### config.mk
export PLATFORM = sky130hd
export DESIGN_NAME = smalldiv_iter
export DESIGN_NICKNAME = d
export VERILOG_FILES = /design/src/rtl/smalldiv_iter_pkg.sv /design/src/rtl/smalldiv_iter_step.sv /design/src/rtl/smalldiv_iter.sv
export SDC_FILE = /design/constraint.sdc
export NUM_CORES = 1
export LEC_CHECK = 0
export CAP_MARGIN = 20
export CORE_AREA = 5 5 113 115
export DETAILED_ROUTE_END_ITERATION = 8
export DIE_AREA = 0 0 118 120
export DONT_BUFFER_PORTS = 1
export HOLD_SLACK_MARGIN = 0.1
export SYNTH_ARGS = -nofsm -noshare
export SYNTH_HDL_FRONTEND = slang
export SYNTH_SLANG_ARGS = --single-unit
### constraint.sdc
create_clock -name clock -period 3.5 [get_ports clock]
set_input_delay 1.05 -clock clock [delete_from_list [all_inputs] [get_ports clock]]
set_output_delay 1.05 -clock clock [all_outputs]
set_load 0.02 [all_outputs]
### src/rtl/smalldiv_iter_pkg.sv
// Shared types and helpers for the iterative runtime-divisor divider.
// State encoding is exported so the debug port and checkers agree on values.
package smalldiv_iter_pkg;

  typedef enum logic [1:0] {
    ST_IDLE = 2'd0,
    ST_BUSY = 2'd1,
    ST_DONE = 2'd2
  } state_t;

  // Counter must be at least one bit wide even when a single pass suffices.
  function automatic int cnt_width(input int n);
    return (n <= 1) ? 1 : $clog2(n);
  endfunction

endpackage

### src/rtl/smalldiv_iter_step.sv
// One combinational restoring-division step: shift in a dividend bit, try subtracting.
// Invariant rem_in < divisor keeps the restored or reduced remainder within W bits.
module smalldiv_iter_step #(
  parameter int W = 8
) (
  input  logic [W-1:0] rem_in,
  input  logic         bit_in,
  input  logic [W-1:0] divisor,
  output logic [W-1:0] rem_out,
  output logic         q_bit
);

  logic [W:0] shifted;

  assign shifted = {rem_in, bit_in};
  assign q_bit   = (shifted >= {1'b0, divisor});
  assign rem_out = q_bit ? W'(shifted - {1'b0, divisor}) : shifted[W-1:0];

endmodule

### src/rtl/smalldiv_iter.sv
// Iterative unsigned divider with a runtime divisor, BITS_PER_CYCLE restoring steps per clock.
// Handshake: a transfer happens on a rising edge where valid & ready are both high; out_valid holds until taken.
module smalldiv_iter
  import smalldiv_iter_pkg::*;
#(
  parameter int DIVIDEND_WIDTH = 18,
  parameter int DIVISOR_WIDTH  = 8,
  parameter int BITS_PER_CYCLE = 2
) (
  input  logic                      clock,
  input  logic                      reset_n,
  input  logic                      enable,
  input  logic                      in_valid,
  output logic                      in_ready,
  input  logic [DIVIDEND_WIDTH-1:0] dividend,
  input  logic [DIVISOR_WIDTH-1:0]  divisor,
  output logic                      out_valid,
  input  logic                      out_ready,
  output logic [DIVIDEND_WIDTH-1:0] quotient,
  output logic [DIVISOR_WIDTH-1:0]  remainder,
  output logic                      div_by_zero,
  output logic [1:0]                dbg_state
);

  localparam int ITER  = DIVIDEND_WIDTH / BITS_PER_CYCLE;
  localparam int CNT_W = cnt_width(ITER);

  state_t                      state_q, state_d;
  logic [CNT_W-1:0]            cnt_q;
  logic [DIVIDEND_WIDTH-1:0]   shift_q;
  logic [DIVIDEND_WIDTH-1:0]   shift_next;
  logic [DIVISOR_WIDTH-1:0]    rem_q;
  logic [DIVISOR_WIDTH-1:0]    div_q;
  logic                        dbz_q;
  logic                        accept;
  logic                        fire;
  logic                        last_iter;

  logic [DIVISOR_WIDTH-1:0]    rem_c [BITS_PER_CYCLE+1];
  logic [BITS_PER_CYCLE-1:0]   q_bits;

  // Dividend bits leave the top of shift_q while quotient bits enter at the bottom.
  assign rem_c[0] = rem_q;
  for (genvar i = 0; i < BITS_PER_CYCLE; i++) begin : g_step
    smalldiv_iter_step #(.W(DIVISOR_WIDTH)) u_step (
      .rem_in  (rem_c[i]),
      .bit_in  (shift_q[DIVIDEND_WIDTH-1-i]),
      .divisor (div_q),
      .rem_out (rem_c[i+1]),
      .q_bit   (q_bits[BITS_PER_CYCLE-1-i])
    );
  end

  assign shift_next = (shift_q << BITS_PER_CYCLE) | DIVIDEND_WIDTH'(q_bits);
  assign last_iter  = (cnt_q == CNT_W'(ITER - 1));

  always_comb begin
    state_d   = state_q;
    in_ready  = 1'b0;
    fire      = 1'b0;
    out_valid = (state_q == ST_DONE);
    if (enable) begin
      case (state_q)
        ST_IDLE: in_ready = 1'b1;
        ST_DONE: begin
          in_ready = out_ready;
          fire     = out_ready;
        end
        default: ;
      endcase
    end
    accept = in_valid & in_ready;

    case (state_q)
      ST_IDLE: if (accept) state_d = (divisor == '0) ? ST_DONE : ST_BUSY;
      ST_BUSY: if (enable && last_iter) state_d = ST_DONE;
      ST_DONE: begin
        if (accept)    state_d = (divisor == '0) ? ST_DONE : ST_BUSY;
        else if (fire) state_d = ST_IDLE;
      end
      default: state_d = ST_IDLE;
    endcase
  end

  always_ff @(posedge clock or negedge reset_n) begin
    if (!reset_n) begin
      state_q <= ST_IDLE;
      cnt_q   <= '0;
      shift_q <= '0;
      rem_q   <= '0;
      div_q   <= '0;
      dbz_q   <= 1'b0;
    end else begin
      state_q <= state_d;
      if (accept) begin
        cnt_q <= '0;
        rem_q <= '0;
        div_q <= divisor;
        if (divisor == '0) begin
          shift_q <= '1;
          dbz_q   <= 1'b1;
        end else begin
          shift_q <= dividend;
          dbz_q   <= 1'b0;
        end
      end else if (enable && state_q == ST_BUSY) begin
        shift_q <= shift_next;
        rem_q   <= rem_c[BITS_PER_CYCLE];
        cnt_q   <= last_iter ? '0 : cnt_q + CNT_W'(1);
      end
    end
  end

  assign quotient    = shift_q;
  assign remainder   = rem_q;
  assign div_by_zero = dbz_q;
  assign dbg_state   = state_q;

endmodule
==> results of run 1 <==
## worst max-delay path: stages (launching register included)
cell	delay, ns
dfrtp_1	0.39
inv_2	0.08
ha_4	0.13
inv_2	0.04
fa_2	0.34
a21o_2	0.20
a221o_1	0.34
a21oi_2	0.16
xnor2_1	0.09
mux2_4	0.29
ha_4	0.22
and3_4	0.18
a31oi_4	0.23
o311ai_4	0.14
mux2_4	0.32
nor2_4	0.19
o211ai_1	0.12
## flip-flops by register name, indices dropped and copies added, names as in the netlist
register     count
cnt_q            4
dbg_state        2
div_by_zero      1
div_q            8
quotient        18
remainder        8
## placed cells by master, fill, tap and decap left out, types with 4 or more instances in the layout
cell type,instances
nand2_1,68
dfrtp_1,39
buf_4,37
nor2_1,30
a31oi_1,19
o21ai_0,18
a21oi_1,15
inv_1,13
ha_4,11
nand3_1,10
mux2_4,7
nand4_1,7
ha_1,7
nor2b_1,5
nor3_1,5
clkbuf_16,5
nor3b_1,4
o211ai_1,4
## layer usage
metal	vias to the layer above	share of wire, %
met3	9	7.6
met1	1310	43
met5	-	0
li1	1268	-
met4	0	1.4
met2	83	48
## kinds of logic after synthesis
kind of cell,Yosys count
flip-flops,41
multiplexers,12
AO/OA/AOI/OAI,83
adder cells (fa/ha/maj),20
AND/OR/NAND/NOR,150
XOR/XNOR,4
buffers and inverters,32
## layout make-up
class | count | area [um2]
Clock buffer | 6 | 138.9
Inverter | 15 | 56.30
Multi-Input combinational cell | 269 | 1951
Tap cell | 147 | 183.9
Timing Repair Buffer | 38 | 297.8
Clock inverter | 1 | 7.507
Sequential cell | 41 | 1028
Fill cell | 1234 | 8048
## worst max-delay path by stage
stage / from / end / slack [ns] / cells after the start
floorplan: remainder[4] / remainder[7] / 0.03 / 13
global placement: quotient[17] / remainder[4] / -0.07 / 16
detailed placement: quotient[17] / remainder[4] / -0.17 / 16
CTS: quotient[17] / remainder[2] / 0.002 / 17
global route: quotient[17] / remainder[2] / -0.20 / 16
finish: quotient[17] / remainder[5] / -0.07 / 16
## timing repair
action                                  4_1_cts  5_1_grt
pin swaps                                     6        8
buffers inserted                              2        1
gates cloned                                  0        0
gates resized for setup                      12       12
endpoints found under the setup margin        9        9
## through the flow
| stage | instances | hold WS, ns | cell area, um2 | utilization, % | TNS (ns) |
|---|---|---|---|---|---|
| detailed placement | 507 | 0.5645 | 3372 | 28.79 | -1.003 |
| CTS | 516 | 0.4516 | 3583 | 30.60 | 0 |
| finish | 517 | 0.4582 | 3664 | 31.28 | -0.3949 |
| global route | 517 | 0.4488 | 3664 | 31.28 | -1.552 |
| floorplan | 342 | 0.4809 | 2999 | - | 0 |
| global placement | 507 | 0.5568 | 3372 | 28.79 | -0.3013 |
==> impl_metrics.tcl, run 1 <==
set metrics [dict create \
    gr-usage-all-layers_pct 12.00 \
    die_x_um 118 \
    grt_pass1_wl_mm 14.01 \
    ioPinCount 62 \
    grt-ovfl-total 0 \
    clk_path_buf_depth 2 \
    pre_cts_ws_ns -0.1652 \
    post_drt_wl_per_cell_um 16.56 \
    grt_start_max_net_pins 42 \
    synth-xor-area-share_pct 1.238 \
    cts_tree "done" \
    slew_viol_final 0 \
    r2r_start "quotient[17]" \
    ant_nets 0 \
    ys_ff_latch 41 \
    outcome "finished, violations left" \
    postSynthCellCount 342 \
    violations "negative setup slack" \
    synth_edf_count 0 \
    dp_hpwl_mm 6.470 \
    worstPathMaxFanout 5 \
    cts_max_level 2 \
    critPathCaptureType "flip-flop" \
    gp_congestion 0.8370 \
    areaGrowthSynthToFinish_pct 29.50 \
    ys.flop_type "dfrtp_1" \
    grt_busiest_layer "met2" \
    setup_viol 9 \
    yosysTopAreaCell "dfrtp_1" \
    fin_ws_ns -0.06583 \
    met1_usage_pct 15.32 \
    fp.dieH_um 120 \
    synth.mux.area_fraction_pct 4.732 \
    cts_root_buffer "clkbuf_16" \
    io_buffer_count 0 \
    start_util_pct 24.16 \
    synth-async-reset-ratio_pct 100.0 \
    vias 2670 \
    syn_nets 393 \
    layout-drive-gt1-share_pct 24.86 \
    viasPerCell 5.164 \
    antenna_found_initial 0 \
    synth_top_cell_area_share_pct 36.27 \
    grt_pass1_vias 2725 \
    synth_top_family_by_area "simple AND/OR/NAND/NOR gates" \
    max-slew-margin-rel_pct 41.93 \
    syn_avg_cell_area_um2 8.272 \
    detail_route.first_pass.iterations 4 \
    reg2reg_to "remainder[5]" \
    reg2regPathDepth 16 \
    rsz0062_at_grt "true" \
    cp.arrival_ns 3.73 \
    insertion_delay_ns 0.29 \
    synthAdderAreaFrac_pct 9.376 \
    cap_violations 0 \
    synth_compound_area_share_pct 18.62 \
    finClkSkew_ns 0.007842 \
    holdBufCountCts 0 \
    hold_path_class "input pin to async pin" \
    period_share_pct 101.9 \
    syn-cell-area_um2 2829 \
    crit_required_ns 3.66 \
    grtUsageMet2_pct 19.13 \
    dieArea_um2 14160 \
    ys_seq_area_share_pct 36.27 \
    clk_pin_slew_ns 0.07 \
    fmax_mhz 280.4 \
    fin_nets 421 \
    cts_buffers 5 \
    core-area_um2 11710 \
    ys_warn_count 0 \
    gr-usage-met3_pct 4.006 \
    drt_iter0_drc 138 \
    cp-start-kind "flip-flop" \
    worst_pin_slew_ns 0.8689 \
    synth.distinct_cells 53 \
    critical_path_class "flip-flop to flip-flop" \
    yosysMostFrequentCell "nand2_1" \
    cts_sinks 41 \
    ys_top_cells_by_area "dfrtp_1 (36%), nand2_1 (9.0%), ha_1 (8.0%)" \
    drc_errors 0 \
    rows 40 \
    fin_crit_ns 3.566 \
    ys_top_cells_by_count "nand2_1 (68), dfrtp_1 (41), nor2_1 (32), a31oi_1 (20), o21ai_0 (20)" \
    regToRegSetupSlack_ns -0.07 \
    insertedDiodeCount 0 \
    yosys.area_share.simple_pct 24.64 \
    hold_viol 0 \
    finalWirelength_mm 8.560 \
]
Power of run 1 is not shown: default switching activity piles up to over one toggle a cycle in this logic, so the estimate is an artifact.
==> inputs of run 2 (changes only) <==
--- a/config.mk
+++ b/config.mk
@@ -10,6 +10,7 @@
 export DETAILED_ROUTE_END_ITERATION = 8
 export DIE_AREA = 0 0 118 120
 export DONT_BUFFER_PORTS = 1
+export GPL_TIMING_DRIVEN = 1
 export HOLD_SLACK_MARGIN = 0.1
 export SYNTH_ARGS = -nofsm -noshare
 export SYNTH_HDL_FRONTEND = slang
==> results of run 2 <==
No change in the layout: final DEF, timing and power equal those of run 1.
Power of run 2 is left out for the same reason.
==> inputs of run 3 (changes only) <==
--- a/config.mk
+++ b/config.mk
@@ -6,9 +6,9 @@
 export NUM_CORES = 1
 export LEC_CHECK = 0
 export CAP_MARGIN = 20
-export CORE_AREA = 5 5 113 115
+export CORE_AREA = 5 5 96 98
 export DETAILED_ROUTE_END_ITERATION = 8
-export DIE_AREA = 0 0 118 120
+export DIE_AREA = 0 0 101 103
 export DONT_BUFFER_PORTS = 1
 export GPL_TIMING_DRIVEN = 1
 export HOLD_SLACK_MARGIN = 0.1
==> impl_metrics.tcl, run 3 (same netlist as run 1, synthesis figures left out) <==
set metrics [dict create \
    crit_buf_inv 3 \
    largest_reg_flops 18 \
    cp_top_family "compound AO/OA/AOI/OAI gates" \
    fmax_mhz 284.3 \
    layout_commonest_cell "nand2_1" \
    insertion_delay_ns 0.30 \
    cts_root_buffer "clkbuf_8" \
    period_share_pct 100.5 \
    drt_iter0_drc 140 \
    fin_ws_ns -0.01778 \
    cts_max_level 2 \
    final-seq-area_um2 1028 \
    multi_input_area_um2 1913 \
    post_drt_wl_per_cell_um 17.19 \
    cts_sinks 41 \
    worst_pin_slew_ns 0.7896 \
    slew_viol_final 0 \
    critPathSlowestCell "dfrtp_1" \
    fin_crit_ns 3.518 \
    finalWirelength_mm 8.301 \
    dieArea_um2 10400 \
    fillers 835 \
    cp_cell_sequence "inv_2 > ha_4 > inv_2 > fa_2 > a21o_2 > a221o_1 > a21oi_2 > xnor2_1 > mux2_4 > ha_4 > and3_4 > a31oi_4 > o311ai_4 > mux2i_2 > buf_4 > nand4_1 > o211ai_1" \
    start_util_pct 33.76 \
    cts_buffers 5 \
    grt_pass1_wl_mm 13.52 \
    layout-drive-gt1-share_pct 25.87 \
    cp.depth 17 \
    antenna_found_initial 0 \
    gr-usage-all-layers_pct 16.43 \
    critPathCaptureType "flip-flop" \
    met1_usage_pct 20.84 \
    vias 2613 \
    violations "negative setup slack" \
    reg2regPathDepth 17 \
    reg2reg_to "remainder[2]" \
    rsz0062_at_grt "true" \
    outcome "finished, violations left" \
    gr-usage-met3_pct 5.007 \
    regToRegSetupSlack_ns -0.02 \
    io_buffer_count 0 \
    cp.arrival_ns 3.73 \
    fp.dieH_um 103 \
    crit_required_ns 3.71 \
    ant_nets 0 \
    crit_start "quotient[17]" \
    setup_viol 3 \
    placed_area_um2 3318 \
    detail_route.first_pass.iterations 4 \
    gp_congestion 0.8385 \
    rows 34 \
    cts_tree "done" \
    worstSetupEndpoint "remainder[2]" \
    critPathMaxStageDelay_ns 0.40 \
    max-slew-margin-rel_pct 47.30 \
    grtUsageMet2_pct 27.44 \
    grt_start_max_net_pins 42 \
    insertedDiodeCount 0 \
    finClkSkew_ns 0.01008 \
    grt-ovfl-total 0 \
    ioPinCount 62 \
    grt_pass1_vias 2649 \
    fin_nets 425 \
    final_cell_mix "nand2_1 (68), buf_4 (41), dfrtp_1 (39)" \
    clk_pin_slew_ns 0.08 \
    viasPerCell 5.410 \
    hold_viol 0 \
    dp_hpwl_mm 6.260 \
    fin_area_um2 3586 \
    r2r_start "quotient[17]" \
    cp-start-kind "flip-flop" \
    clk_path_buf_depth 2 \
    cap_violations 0 \
    grt_busiest_layer "met2" \
    drc_errors 0 \
    worstPathMaxFanout 4 \
    critical_path_class "flip-flop to flip-flop" \
    core-area_um2 8381 \
    die_x_um 101 \
    hold_path_class "input pin to async pin" \
    areaGrowthSynthToFinish_pct 26.76 \
]
[run 3: worst min-delay path by stage]
stage	slack, ns	from	depth (start not counted)	endpoint
after global routing	0.42	reset_n	0	quotient[7]
final	0.43	reset_n	0	quotient[7]
after CTS	0.43	reset_n	0	quotient[7]
after floorplan	0.48	div_q[0]	2	div_q[0]
after detailed placement	0.57	cnt_q[3]	2	cnt_q[3]
after global placement	0.55	cnt_q[3]	2	cnt_q[3]
[run 3: metrics by stage]
step / setup TNS [ns] / worst slack [ns] / instances / hold WS [ns] / utilization (%)
floorplan: 0 / 0.02561 / 342 / 0.4809 / -
detailed placement: -1.109 / -0.1939 / 469 / 0.5681 / 39.59
global route: -1.019 / -0.1505 / 483 / 0.4155 / 42.79
CTS: 0 / 0.003091 / 481 / 0.4275 / 42.48
finish: -0.03442 / -0.01778 / 483 / 0.4304 / 42.79
global placement: -0.2411 / -0.05500 / 469 / 0.5490 / 39.59
[run 3: worst reg2reg max path: stages, from the launching register on]
cell	delay (ns)
dfrtp_1	0.40
inv_2	0.08
ha_4	0.13
inv_2	0.04
fa_2	0.35
a21o_2	0.20
a221o_1	0.32
a21oi_2	0.15
xnor2_1	0.08
mux2_4	0.29
ha_4	0.22
and3_4	0.18
a31oi_4	0.20
o311ai_4	0.13
mux2i_2	0.25
buf_4	0.18
nand4_1	0.09
o211ai_1	0.14
[run 3: cell type report]
| type | instances | area share, % |
|---|---|---|
| sequential | 41 | 28.68 |
| clock inverter | 3 | 1.814 |
| tap | 108 | 3.768 |
| timing repair buffer | 42 | 8.897 |
| clock buffer | 5 | 1.919 |
| inverter | 15 | 1.570 |
| multi-input combinational | 269 | 53.35 |
[run 3: routing by layer]
layer  vias up  wire [um]  part of all wire (%)
met1      1257       3640                    44
met5         -          0                     0
met4         0        104                   1.3
met2        74       3942                    47
met3         9        614                   7.4
li1       1273          -                     -
[run 3: repair_timing]
action | in CTS | in global routing
hold endpoints to repair | 0 | 0
hold buffers | 0 | 0
setup endpoints to repair | 9 | 9
setup buffers | 4 | 2
resized for setup | 17 | 7
pin swaps | 8 | 9
Power of run 3 is left out for the same reason.
